==> src/rtl/bvb_sched.sv <==
// rtl/bvb_sched.sv - banked vector buffer: one bank pointer sweeps image rows, serving per-channel column-id streams
// Each channel whose head id hits the row on ram_data pops it and queues the selected value in its output FIFO.
module bvb_sched #(
  parameter int CH_NUM      = 4,
  parameter int VAL_BITS    = 8,
  parameter int COL_ID_BITS = 6,
  parameter int SPLIT_BITS  = 2,
  parameter int ADDR_BITS   = 8,
  parameter int FIFO_DEPTH  = 16,
  parameter int SKIP_MODE   = 1,
  localparam int LOCAL_BITS   = COL_ID_BITS - SPLIT_BITS,
  localparam int VALS_PER_ROW = 2 ** LOCAL_BITS,
  localparam int ROW_BITS     = VALS_PER_ROW * VAL_BITS
) (
  input  logic                          clk,
  input  logic                          rst,
  input  logic                          en,
  input  logic                          cfg_load,
  input  logic [ADDR_BITS-1:0]          cfg_base,
  input  logic [CH_NUM*COL_ID_BITS-1:0] id,
  input  logic [CH_NUM-1:0]             id_empty,
  output logic [CH_NUM-1:0]             id_rd,
  output logic                          ram_rd,
  output logic [ADDR_BITS-1:0]          ram_addr,
  input  logic [ROW_BITS-1:0]           ram_data,
  output logic [CH_NUM*VAL_BITS-1:0]    vec,
  output logic [CH_NUM-1:0]             vec_empty,
  input  logic [CH_NUM-1:0]             vec_rd,
  output logic [SPLIT_BITS-1:0]         cur_bank
);
  localparam int BANKS = 2 ** SPLIT_BITS;
  localparam int FA    = $clog2(FIFO_DEPTH);

  logic [ADDR_BITS-1:0]  r_base;
  logic [SPLIT_BITS-1:0] r_bank;
  logic [SPLIT_BITS-1:0] r_rd_bank;
  logic                  r_rd_v;
  logic [VAL_BITS-1:0]   r_mem [CH_NUM][FIFO_DEPTH];
  logic [FA:0]           r_wp  [CH_NUM];
  logic [FA:0]           r_rp  [CH_NUM];

  logic [SPLIT_BITS-1:0] w_head_bank [CH_NUM];
  logic [LOCAL_BITS-1:0] w_local     [CH_NUM];
  logic [CH_NUM-1:0]     w_full;
  logic [CH_NUM-1:0]     w_empty;
  logic [CH_NUM-1:0]     w_elig;
  logic [CH_NUM-1:0]     w_serve;
  logic [BANKS-1:0]      w_req;
  logic [SPLIT_BITS-1:0] w_next_bank;
  logic [SPLIT_BITS-1:0] w_cand;
  logic                  w_found;
  logic                  w_issue;

  // Serve is gated by rst and cfg_load so a discarded in-flight row never pops an id.
  always_comb begin
    w_req = '0;
    vec   = '0;
    for (int c = 0; c < CH_NUM; c++) begin
      w_head_bank[c] = id[c*COL_ID_BITS + LOCAL_BITS +: SPLIT_BITS];
      w_local[c]     = id[c*COL_ID_BITS +: LOCAL_BITS];
      w_empty[c]     = (r_wp[c] == r_rp[c]);
      w_full[c]      = (r_wp[c][FA] != r_rp[c][FA]) && (r_wp[c][FA-1:0] == r_rp[c][FA-1:0]);
      w_elig[c]      = ~id_empty[c] & ~w_full[c];
      w_serve[c]     = r_rd_v & ~rst & ~cfg_load & w_elig[c] & (w_head_bank[c] == r_rd_bank);
      if (w_elig[c]) w_req[w_head_bank[c]] = 1'b1;
      vec[c*VAL_BITS +: VAL_BITS] = r_mem[c][r_rp[c][FA-1:0]];
    end
  end

  // Skip search walks banks after the current one; k == BANKS wraps back to the current bank last.
  always_comb begin
    w_next_bank = r_bank + 1'b1;
    w_cand      = r_bank;
    w_found     = 1'b0;
    if (SKIP_MODE != 0) begin
      w_next_bank = r_bank;
      for (int k = 1; k <= BANKS; k++) begin
        w_cand = r_bank + SPLIT_BITS'(k);
        if (!w_found && w_req[w_cand]) begin
          w_next_bank = w_cand;
          w_found     = 1'b1;
        end
      end
    end
    w_issue = ~rst & en & ~cfg_load & ((SKIP_MODE == 0) || (|w_req));
  end

  assign ram_rd    = w_issue;
  assign ram_addr  = r_base + ADDR_BITS'(r_bank);
  assign id_rd     = w_serve;
  assign vec_empty = w_empty;
  assign cur_bank  = r_rd_bank;

  always_ff @(posedge clk) begin
    if (rst) begin
      r_base    <= '0;
      r_bank    <= '0;
      r_rd_v    <= 1'b0;
      r_rd_bank <= '0;
    end else begin
      r_rd_v <= w_issue;
      if (w_issue) r_rd_bank <= r_bank;
      if (cfg_load) begin
        r_base <= cfg_base;
        r_bank <= '0;
      end else if (w_issue) begin
        r_bank <= w_next_bank;
      end
    end
  end

  always_ff @(posedge clk) begin
    for (int c = 0; c < CH_NUM; c++) begin
      if (rst) begin
        r_wp[c] <= '0;
        r_rp[c] <= '0;
      end else begin
        if (w_serve[c]) r_wp[c] <= r_wp[c] + 1'b1;
        if (vec_rd[c] && !w_empty[c]) r_rp[c] <= r_rp[c] + 1'b1;
      end
    end
  end

  always_ff @(posedge clk) begin
    for (int c = 0; c < CH_NUM; c++) begin
      if (w_serve[c]) r_mem[c][r_wp[c][FA-1:0]] <= ram_data[int'(w_local[c])*VAL_BITS +: VAL_BITS];
    end
  end
endmodule
==> config.mk <==
export PLATFORM = sky130hd
export DESIGN_NAME = bvb_sched
export DESIGN_NICKNAME = d
export VERILOG_FILES = /design/src/rtl/bvb_sched.sv
export SDC_FILE = /design/constraint.sdc
export NUM_CORES = 1
export LEC_CHECK = 0
export CORE_ASPECT_RATIO = 1.1
export CORE_MARGIN = 2
export CORE_UTILIZATION = 53
export DETAILED_ROUTE_END_ITERATION = 10
export PLACE_DENSITY = 0.76
export SYNTH_ARGS = -nofsm -noshare
export SYNTH_HDL_FRONTEND = slang
export SYNTH_SLANG_ARGS = --single-unit
==> constraint.sdc <==
create_clock -name clk -period 2.7 [get_ports clk]
set_input_delay 0.675 -clock clk [delete_from_list [all_inputs] [get_ports clk]]
set_output_delay 0.675 -clock clk [all_outputs]
set_load 0.05 [all_outputs]
# Word-level counts from Yosys, hierarchy flattened
# Memories as Yosys holds them, arrays and structs flattened.
# Cells that the tools add are included.
dict set report classes {
  n_shift 4
  reduce_logical 30
  addsub 12
  magnitude_cmp 24
  bitwise 47
  n_mul 0
  div 0
  mux 84
  eq_ne 16
}
# operator n
set op_table {}
lappend op_table {{2-to-1 mux 128 bit} 4}
lappend op_table {{variable part select 128 x 8 -> 8 bit} 4}
lappend op_table {{binary-select mux 8 bit (select 4 bit)} 4}
lappend op_table {{demux 8 bit (select 4 bit)} 4}
lappend op_table {{2-to-1 mux 8 bit} 12}
lappend op_table {{adder 5 x 1 -> 5 bit (second input constant)} 8}
lappend op_table {{greater-or-equal comparator 5 bit (second input constant)} 8}
lappend op_table {{2-to-1 mux 5 bit} 8}
lappend op_table {{NOT 4 -> 5 bit} 8}
lappend op_table {{2-to-1 mux 1 bit} 37}
lappend op_table {{less-than comparator 2 x 3 -> 1 bit (second input constant)} 8}
lappend op_table {{equality test 5 bit} 4}
lappend op_table {{less-than comparator 5 x 1 -> 1 bit (second input constant)} 4}
lappend op_table {{logical AND 1 bit} 19}
lappend op_table {{bitwise AND 1 bit} 17}
lappend op_table {{equality test 4 bit} 4}
lappend op_table {{2-to-1 mux 4 bit} 4}
lappend op_table {{OR 4 bit} 3}
lappend op_table {{NOT 1 bit} 11}
lappend op_table {{adder 8 x 2 -> 8 bit} 1}
lappend op_table {{binary-select mux 1 bit (select 2 bit)} 4}
lappend op_table {{demux 1 bit (select 2 bit)} 4}
lappend op_table {{equality test 2 bit} 4}
lappend op_table {{greater-or-equal comparator 2 x 1 -> 1 bit (second input constant)} 4}
lappend op_table {{other kinds (10)} 29}
dict set report totals {
  ram_bits 552
  mem_bits_ro 0
  in_bits 172
  n_memories 3
  ff_bits 13
  elab_cells 224
  out_inout_bits 51
  latch_bits 0
}
# name depth word_bits read_ports rd_ports_with_merged_regs write_ports line
set memory_table {}
lappend memory_table {r_mem 4 128 4 0 4 38} ;# logic [VAL_BITS-1:0] r_mem [CH_NUM][FIFO_DEPTH];
lappend memory_table {r_rp 4 5 4 0 4 40} ;# logic [FA:0] r_rp [CH_NUM];
lappend memory_table {r_wp 4 5 4 0 4 39} ;# logic [FA:0] r_wp [CH_NUM];

# Depth between registers and ports, before layout
# Gate-level depths: netlist (run 1).
dict set report logic_depth {
  ltp_word 24
  depth_mapped 11
  mapped_depth_nobuf 9
}

# Worst setup path before layout (run 1)
# OpenSTA, ideal clock, no wires.
dict set report synth_path {
  kind {in2reg}
  startpoint {input cfg_load}
  endpoint {memory r_mem[1][100] in the netlist's numbering (enable)}
  n_path_buf 1
  t_arrival_ns 3.671
  path_slack_ns -1.354
  path_stages 7
  t_required_ns 2.317
  setup_ns 0.383
  cell_sequence {buf_2 nor2_1 and2_1 nand3_1 nor3_1 nand2_1 nor3_1}
}
# element line
set synth_lines {}
lappend synth_lines {{start: declaration} 18} ;# input logic cfg_load,
lappend synth_lines {{end: declaration} 38}

==> impl_metrics.yaml, run 1 <==
placed_design:
  gp_congestion: 0.9449
  dp_hpwl_um: 50160
  place_area_mm2: 0.03215
  port_buffers: 222
clocking:
  cts_tree: "done"
  clockRootBuffer: "clkbuf_16"
  path_clk_slew_ps: 60
  clock_latency_ps: 620
  hold_buffers: 0
  clock-sinks: 565
  h-tree-depth: 2
  clock_path_buffers: 3
  numCtsBuffers: 52
worst_setup_path:
  cp_slowest_stage_delay_ps: 550
  r2r-start: "r_rp[1][0]$_SDFFCE_PN0P_"
  crit_fanout: 11
  crit_chain: "buf_12 > buf_16 > mux4_2 > mux4_2 > buf_6"
  path_class: "flip-flop to primary output"
  worst_path_most_repeated_cell: "mux4_2"
  cp_num_buf_inv: 3
  crit_required_ps: 2030
  cp_top_family: "multiplexers"
  worstSetupEndpointType: "primary output"
  cp-start-kind: "flip-flop"
  critPathArrivalTime_ps: 2610
  crit_path_start: "r_rp[3][0]$_SDFFCE_PN0P_"
  worst_path_max_delay_cell: "mux4_2"
sta:
  max_freq_mhz: 304.8
  period_needed_ps: 3281
  rsz0062_at_grt: "true"
  worst_pin_slew_ps: 491.3
  min_period_over_period_pct: 121.5
  setup_viol: 42
  drv_slew: 0
  hold_viol_final: 0
  clock_skew_ps: 26.00
  setup_ws_ps: -581.4
  slew-limit-headroom_pct: 67.15
grt:
  grt_max_degree: 35
  track_usage_pct: 28.65
  grt_pass1_vias: 17060
  grt.overflow.total: 0
  grt_pass1_wl_um: 109800
  antenna_found_initial: 4
synth:
  synth_top_area_cell: "edfxtp_1"
  synth_edf_count: 552
  synth_top_area_share_pct: 61.14
  syn_nets: 1628
  synth.distinct_cells: 48
  ys_warn_count: 0
  synth_ff_type: "edfxtp_1"
  synthAdderAreaFrac_pct: 1.089
  postSynthAreaPerCell_um2: 18.92
  synth_top_family_by_area: "multiplexers"
  yosys-top-cells-area: "edfxtp_1 (61%), mux4_2 (25%), mux2i_1 (1.4%)"
  syn-cell-area_mm2: 0.02711
  ys_async_sr_fraction_pct: 0
  syn_inst: 1433
  synth_simple_gate_area_share_pct: 4.615
  synth_compound_area_share_pct: 1.657
  yosysSeqAreaShare_pct: 62.10
  synth-xor-area-share_pct: 2.280
  ys_ff_latch: 565
  synth_mux_area_share_pct: 26.20
cells_and_area:
  nFillCells: 3067
  ff_latch_area_mm2: 0.01684
  area_growth_pct: 28.93
  drive_gt1_share_pct: 42.77
  multi_input_area_mm2: 0.01032
  final_area_mm2: 0.03495
  nets: 2040
drt:
  ant_nets: 0
  drtIter0Drc: 1691
  viasPerCell: 6.413
  wl_um: 73920
  wl_per_cell_um: 28.99
  vias: 16350
  dr.pass1.iters: 5
  drc: 0
floorplan:
  die-area_mm2: 0.05298
  initial_core_util_pct: 53.83
  dieHeight_um: 241.2
  ioPinCount: 223
  fp-row-count: 86
  fp.dieW_um: 219.6
  coreArea_mm2: 0.05036
power_and_ir_drop:
  powerDensity_mw_per_mm2: 613.7
  leakagePower_nw: 11.55
  power.total_mw: 21.45
  max-vdd-ir-drop_mv: 0.4890
flow_run:
  cap_violations: 0
hold_path:
  hold_class: "flip-flop to flip-flop"
  hold_path_startpoint: "r_base[0]$_SDFFE_PP0P_"
run_status:
  violations: "setup timing"
  outcome: "finished, violations left"
[sequential cells by signal, summed over array words and instances, names as in the netlist]
name	count
r_rp	20
r_base	8
r_wp	20
r_mem	512
cur_bank	2
r_bank	2
r_rd_v	1
[per-stage QoR]
step	hold slack [ps]	cells	utilization (%)	TNS (ps)	setup slack (ps)
global placement	503.4	2414	63.84	-65620	-207.0
CTS	546.3	2544	69.24	-18580	-617.9
detailed placement	534.7	2414	63.84	-87360	-252.7
floorplan	467.1	1433	-	-41090	-156.8
finish	541.1	2550	69.41	-17560	-581.4
global route	559.7	2550	69.41	-20170	-630.7
[per-layer routing]
layer / track usage, % / up-vias / routed length [µm]
li1: - / 6801 / -
met1: 36.68 / 8478 / 27200
met2: 49.50 / 920 / 38360
met3: 4.764 / 153 / 5663
met4: 11.02 / 2 / 2688
met5: 0 / - / 13
[cells in the final DEF (no fill, tap or decap), types with 12 or more instances in the layout]
cell / n
mux2i_1: 36
xnor2_2: 14
nor4_1: 12
nor3_2: 13
buf_4: 151
clkdlybuf4s50_1: 164
nor2_4: 12
ha_1: 20
o21ai_0: 17
edfxtp_1: 552
nand3_1: 16
mux4_2: 296
buf_12: 76
nand2b_1: 14
buf_6: 39
clkbuf_16: 56
xor2_1: 20
nand2_1: 37
nor2_1: 78
xnor2_1: 21
inv_1: 17
[cell type report]
class / count / share of cell area (%)
sequential: 565 / 48.18
multi-input combinational: 748 / 29.54
timing repair buffer: 458 / 14.83
clock buffer: 59 / 3.859
tap: 660 / 2.363
clock inverter: 37 / 0.9880
inverter: 20 / 0.2255
antenna: 3 / 0.02148
[final timing paths]
check	to	slack [ps]	cells past startpoint
setup / recovery	vec[30]	-580	5
hold / removal	r_base[0]$_SDFFE_PP0P_	540	2
setup reg to reg	r_mem[1][119]$_DFFE_PP_	80	12
hold reg to reg	r_base[0]$_SDFFE_PP0P_	540	2
[synth_stat cells, drive strengths merged (19+ instances only)]
library cell  instances
edfxtp              552
mux4                296
nor2                101
buf                  54
nand2                49
clkbuf               46
xnor2                40
mux2i                39
o21ai                33
nor3                 24
ha                   22
xor2                 22
inv                  20
nand3                19
[cells by family after synthesis]
kind of cell / after synthesis
buffers and inverters: 120
XOR/XNOR: 62
flip-flops: 565
multiplexers: 339
AND/OR/NAND/NOR: 255
adder cells (fa/ha/maj): 23
AO/OA/AOI/OAI: 69
[where the power goes]
| part | internal, mW | switching [mW] | total, mW | leakage [nW] |
|---|---|---|---|---|
| Sequential | 9.93 | 0.0692 | 10.0 | 5.13 |
| Clock | 4.09 | 3.27 | 7.37 | 0.816 |
| Combinational | 1.95 | 2.13 | 4.08 | 5.60 |
[worst min-delay path, delay by kind of cell, from the launching register on]
family / cells / cell delay [ps]
flops: 1 / 360
mux: 1 / 80
simple gates: 1 / 70
[timing repair]
item / 4_1_cts / 5_1_grt
setup endpoints to repair: 49 / 45
pin swaps: 36 / 15
cloned: 9 / 1
buffers inserted: 25 / 10
resized for setup: 153 / 37
Note: power is estimated with default switching activity, not from simulation.
==> run 2, diff against run 1 <==
CELL_PAD_IN_SITES_DETAIL_PLACEMENT = 0   (was default)
CELL_PAD_IN_SITES_GLOBAL_PLACEMENT = 2   (was default)
CORE_UTILIZATION = 40   (was 53)
PLACE_DENSITY = 0.75   (was 0.76)
==> impl_metrics.yaml, run 2 (synthesis results as in run 1) <==
power_and_ir_drop:
  max-vdd-ir-drop_mv: 0.4644
  powerDensity_mw_per_mm2: 613.9
  leakagePower_nw: 11.78
grt:
  grt.overflow.total: 0
  grt_max_degree: 35
  grt_pass1_vias: 16480
  antenna_found_initial: 1
  track_usage_pct: 20.36
  grt_pass1_wl_um: 105700
worst_setup_path:
  r2r-end: "r_mem[1][108]$_DFFE_PP_"
  cp_num_buf_inv: 3
  cp_slowest_stage_delay_ps: 540
  crit_required_ps: 2030
  cp_top_family: "multiplexers"
  critPathArrivalTime_ps: 2610
  worstSetupEndpointType: "primary output"
  worst_path_max_delay_cell: "mux4_2"
  crit_chain: "buf_4 > clkbuf_16 > mux4_2 > mux4_2 > buf_6"
  path_class: "flip-flop to primary output"
  r2r_slack_ps: 150
  worstRegToRegCells: 13
  cp-start-kind: "flip-flop"
  r2r-start: "r_rp[1][0]$_SDFFCE_PN0P_"
  worst_path_most_repeated_cell: "mux4_2"
  crit_fanout: 8
clocking:
  clock_path_buffers: 3
  h-tree-depth: 2
  clock_latency_ps: 620
  clockRootBuffer: "clkbuf_16"
  path_clk_slew_ps: 70
  numCtsBuffers: 54
  clock-sinks: 565
  cts_tree: "done"
drt:
  drc: 0
  vias: 15490
  viasPerCell: 5.589
  dr.pass1.iters: 5
  wl_um: 70570
  ant_nets: 0
  wl_per_cell_um: 25.46
  drtIter0Drc: 1085
cells_and_area:
  nFillCells: 5321
  final_area_mm2: 0.03567
  multi_input_area_mm2: 0.01043
  layout_commonest_cell: "edfxtp_1"
  mostFrequentLayoutCells: "edfxtp_1 (552), mux4_2 (296), clkdlybuf4s50_1 (165)"
  ff_latch_area_mm2: 0.01684
  drive_gt1_share_pct: 43.54
  final_core_util_pct: 52.99
  nets: 2054
  area_growth_pct: 31.57
  largest_reg_flops: 512
  stdcell_count: 2772
run_status:
  violations: "setup timing"
  outcome: "finished, violations left"
sta:
  period_needed_ps: 3290
  drv_slew: 0
  setup_viol: 42
  setup_ws_ps: -589.7
  clock_skew_ps: 22.30
  rsz0062_at_grt: "true"
  max_freq_mhz: 304.0
  tns_ps: -16970
  hold_viol_final: 0
  worst_pin_slew_ps: 518.8
  min_period_over_period_pct: 121.8
  slew-limit-headroom_pct: 65.55
floorplan:
  coreArea_mm2: 0.06731
  fp-row-count: 100
  die-area_mm2: 0.06988
  dieHeight_um: 277.0
  initial_core_util_pct: 40.27
  ioPinCount: 223
  fp.dieW_um: 252.2
placed_design:
  dp.cells: 2622
  place_area_mm2: 0.03249
  gp_congestion: 0.8073
  port_buffers: 222
  dp_hpwl_um: 50940
hold_path:
  hold_path_end: "r_base[0]$_SDFFE_PP0P_"
  hold_class: "flip-flop to flip-flop"
  hold_path_startpoint: "r_base[0]$_SDFFE_PP0P_"
  min_delay_path_depth: 2
flow_run:
  cap_violations: 0
-- run 2: cell type report --
class | instances | area share [%]
Inverter | 20 | 0.2210
Antenna cell | 1 | 0.007016
Tap cell | 867 | 3.041
Multi-Input combinational cell | 748 | 29.23
Sequential cell | 565 | 47.21
Clock buffer | 62 | 3.873
Timing Repair Buffer | 470 | 15.16
Clock inverter | 39 | 1.252
-- run 2: metal layers --
layer / global-route usage, % / vias up / wire [µm]
li1: - / 6837 / -
met1: 26.54 / 8042 / 28450
met2: 35.95 / 523 / 36890
met3: 2.857 / 92 / 3738
met4: 5.037 / 0 / 1493
met5: 0 / - / 0
-- run 2: worst max-delay path by stage --
| stage | from | endpoint | depth (start not counted) |
|---|---|---|---|
| after global routing | r_rp[0][0]$_SDFFCE_PN0P_ | vec[2] | 5 |
| after floorplan | cfg_load | r_mem[0][0]$_DFFE_PP_ | 7 |
| after global placement | id[5] | ram_rd | 8 |
| after CTS | r_rp[3][0]$_SDFFCE_PN0P_ | ram_rd | 9 |
| final | r_rp[0][0]$_SDFFCE_PN0P_ | vec[2] | 5 |
| after detailed placement | id[5] | ram_rd | 8 |
-- run 2: power breakdown --
group          internal, mW  switching [mW]
logic                  2.03            2.11
clock network          4.48            3.27
registers              9.94          0.0649
total                  16.4            5.45
-- run 2: worst register-to-register path, stage by stage (launching register included) --
cell,delay (ps)
edfxtp_1,390
buf_8,170
buf_12,150
xnor2_4,150
nand4_4,120
buf_6,110
buf_6,100
nor2_4,50
nor3_4,210
buf_4,150
buf_4,170
nand2_2,140
nor3_4,220
buf_12,150
-- run 2: timing repair --
action / in CTS / in global routing
buffers inserted: 26 / 20
gates resized for setup: 138 / 68
endpoints found under the setup margin: 49 / 68
cloned: 8 / 4
hold buffers: 0 / 0
pin swaps: 37 / 29
-- run 2: stage by stage --
step / power, mW / hold slack, ps / setup WS (ps)
floorplan: 12.31 / 467.1 / -156.8
global placement: 13.90 / 482.8 / -200.8
detailed placement: 13.95 / 493.5 / -215.3
CTS: 22.03 / 519.3 / -602.0
global route: 22.68 / 548.8 / -649.4
finish: 21.90 / 522.3 / -589.7
==> run 3, diff against run 2 <==
ABC_AREA = 1   (was default)
CORE_UTILIZATION = 37   (was 40)
DONT_BUFFER_PORTS = 1   (was default)
==> impl_metrics.yaml, run 3 <==
synth:
  synth_commonest_cells: "edfxtp_1 (552), o21ai_0 (431), nand2_1 (381), nor2_1 (315), a21oi_1 (290)"
  yosysSeqAreaShare_pct: 60.26
  ys_warn_count: 0
  ys_ff_latch: 565
  synth_edf_count: 552
  ys_async_sr_fraction_pct: 0
  syn_nets: 3022
  synth.distinct_cells: 39
  synth_top_area_cell: "edfxtp_1"
  postSynthAreaPerCell_um2: 9.883
  yosys-top-cells-area: "edfxtp_1 (59%), o21ai_0 (7.7%), a21oi_1 (5.2%)"
  synth.most_common_cell: "edfxtp_1"
  syn_inst: 2827
  synth_ff_type: "edfxtp_1"
  synth_top_area_share_pct: 59.33
  syn-cell-area_mm2: 0.02794
worst_setup_path:
  worst_path_max_delay_cell: "edfxtp_1"
  crit_required_ps: 2030
  r2r-end: "r_wp[0][2]$_SDFFCE_PN0P_"
  cp_num_buf_inv: 4
  worstRegToRegCells: 11
  worst_path_most_repeated_cell: "buf_12"
  crit_fanout: 6
  cp_slowest_stage_delay_ps: 510
  cp-start-kind: "flip-flop"
  r2r_slack_ps: 290
  r2r-start: "r_rp[0][1]$_SDFFCE_PN0P_"
  critPathArrivalTime_ps: 2420
  crit_chain: "buf_6 > buf_12 > clkbuf_16 > o21ai_0 > o221ai_2 > nand4_1 > nand2_2 > buf_12"
  worstSetupEndpointType: "primary output"
  path_class: "flip-flop to primary output"
  cp_top_family: "buffers and inverters"
drt:
  wl_per_cell_um: 24.19
  vias: 22890
  drtIter0Drc: 1945
  ant_nets: 0
  viasPerCell: 5.697
  dr.pass1.iters: 5
  drc: 0
  wl_um: 97210
clocking:
  path_clk_slew_ps: 70
  clock_latency_ps: 620
  clockRootBuffer: "clkbuf_16"
  clock_path_buffers: 3
  h-tree-depth: 2
  numCtsBuffers: 58
  clock-sinks: 565
  cts_tree: "done"
cells_and_area:
  nets: 3208
  layout_commonest_cell: "edfxtp_1"
  mostFrequentLayoutCells: "edfxtp_1 (552), nand2_1 (338), o21ai_0 (272), a21oi_1 (272), nor2_1 (270)"
  drive_gt1_share_pct: 24.86
  stdcell_count: 4018
  nFillCells: 6833
  largest_reg_flops: 512
  area_growth_pct: 27.62
floorplan:
  fp.dieW_um: 266
  coreArea_mm2: 0.07462
  initial_core_util_pct: 37.44
  dieHeight_um: 292.2
  fp-row-count: 105
  ioPinCount: 223
  die-area_mm2: 0.07773
grt:
  grt_pass1_wl_um: 141800
  grt_max_degree: 129
  track_usage_pct: 24.08
  grt.overflow.total: 0
  grt_pass1_vias: 22050
  antenna_found_initial: 11
sta:
  setup_ws_ps: -391.6
  period_needed_ps: 3092
  setup_viol: 41
  max_freq_mhz: 323.5
  clock_skew_ps: 29.15
  tns_ps: -10190
  min_period_over_period_pct: 114.5
  drv_slew: 0
  hold_viol_final: 0
  rsz0062_at_grt: "true"
  worst_pin_slew_ps: 1035
  slew-limit-headroom_pct: 30.99
placed_design:
  dp_hpwl_um: 64050
  dp.cells: 3828
  port_buffers: 0
  gp_congestion: 0.8890
flow_run:
  cap_violations: 0
power_and_ir_drop:
  powerDensity_mw_per_mm2: 636.1
  max-vdd-ir-drop_mv: 0.4645
  leakagePower_nw: 12.67
hold_path:
  hold_path_startpoint: "rst"
  min_delay_path_depth: 1
  hold_class: "input port to flip-flop"
  hold_path_end: "cur_bank[0]$_SDFFE_PP0P_"
run_status:
  outcome: "finished, violations left"
  violations: "setup timing"
## run 3: cell types whose count changed after synthesis, moves of 127 or more
cell      before  now
o21ai_0       29  431
clkbuf_1      46  173
nand2_1       48  381
mux4_2       296    0
a21oi_1        9  290
nor2_1       101  315
## run 3: what timing repair did
action,CTS,global route
setup endpoints to repair,45,45
pin swaps,104,127
hold buffers,0,0
resized for setup,303,270
gates cloned,11,11
buffers inserted,46,29
## run 3: worst max path at each step
stage,cells after the start,start,to,slack [ps]
after detailed placement,8,cfg_load,r_mem[3][100]$_DFFE_PP_,-5
after global routing,8,r_rp[2][0]$_SDFFCE_PN0P_,vec[19],-510
final,8,r_rp[2][0]$_SDFFCE_PN0P_,vec[19],-390
after CTS,7,r_rp[3][0]$_SDFFCE_PN0P_,vec[27],-380
after floorplan,7,cfg_load,r_mem[1][104]$_DFFE_PP_,-30
after global placement,8,cfg_load,r_mem[3][103]$_DFFE_PP_,30
## run 3: cell type report
type,instances,area (µm²),area share [%]
flip-flops and latches,565,16840,47.24
inverters,152,603.1,1.691
diodes,2,5.005,0.01404
repair inverters,1,5.005,0.01404
clock inverters,32,445.4,1.249
clock buffers,68,1489,4.176
well taps,963,1205,3.379
repair buffers,323,3742,10.50
multi-input cells,1912,11320,31.74
## run 3: worst reg2reg max path: stages (launching register included)
cell      delay (ps)
edfxtp_1         520
xor2_1           200
nor2_2           180
nand3_4          140
buf_4            180
nand2_2           60
nor3_4            50
buf_6            130
buf_4            140
buf_4            130
inv_1            170
nand2_1          220
## run 3: stage by stage
stage | hold slack, ps | setup slack [ps] | cell area, µm² | utilization, % | power [mW]
floorplan | 469.4 | -30.62 | 27990 | - | 12.27
global placement | 486.9 | 31.90 | 30740 | 41.19 | 13.67
detailed placement | 498.2 | -5.150 | 30740 | 41.19 | 13.71
CTS | 110.7 | -375.3 | 34300 | 45.97 | 22.46
global route | 121.7 | -510.4 | 35650 | 47.78 | 23.50
finish | 144.3 | -391.6 | 35660 | 47.78 | 22.68
## run 3: cells by family after synthesis
logic type,after synthesis,share of synthesized area (%)
adders and majority gates,23,1.057
AOI/OAI and AO/OA,954,19.36
and+or+nand+nor,904,13.52
xor gates and xnor gates,31,0.9718
DFF,565,60.26
buffers and inverters,350,4.828
## run 3: layer usage
metal / global-route usage (%) / part of all wire, % / wire length [µm]
met1: 32.18 / 42 / 41250
met2: 39.27 / 47 / 45640
met3: 5.718 / 8.0 / 7794
met4: 6.317 / 2.5 / 2463
met5: 0 / 0.066 / 64
## run 3: power breakdown
part           leakage, nW  total, mW  internal (mW)  switching, mW
clock                0.935       8.26           4.89           3.37
sequential            5.14       9.92           9.85         0.0648
combinational         6.59       4.50           1.80           2.71
total                 12.7       22.7           16.5           6.14
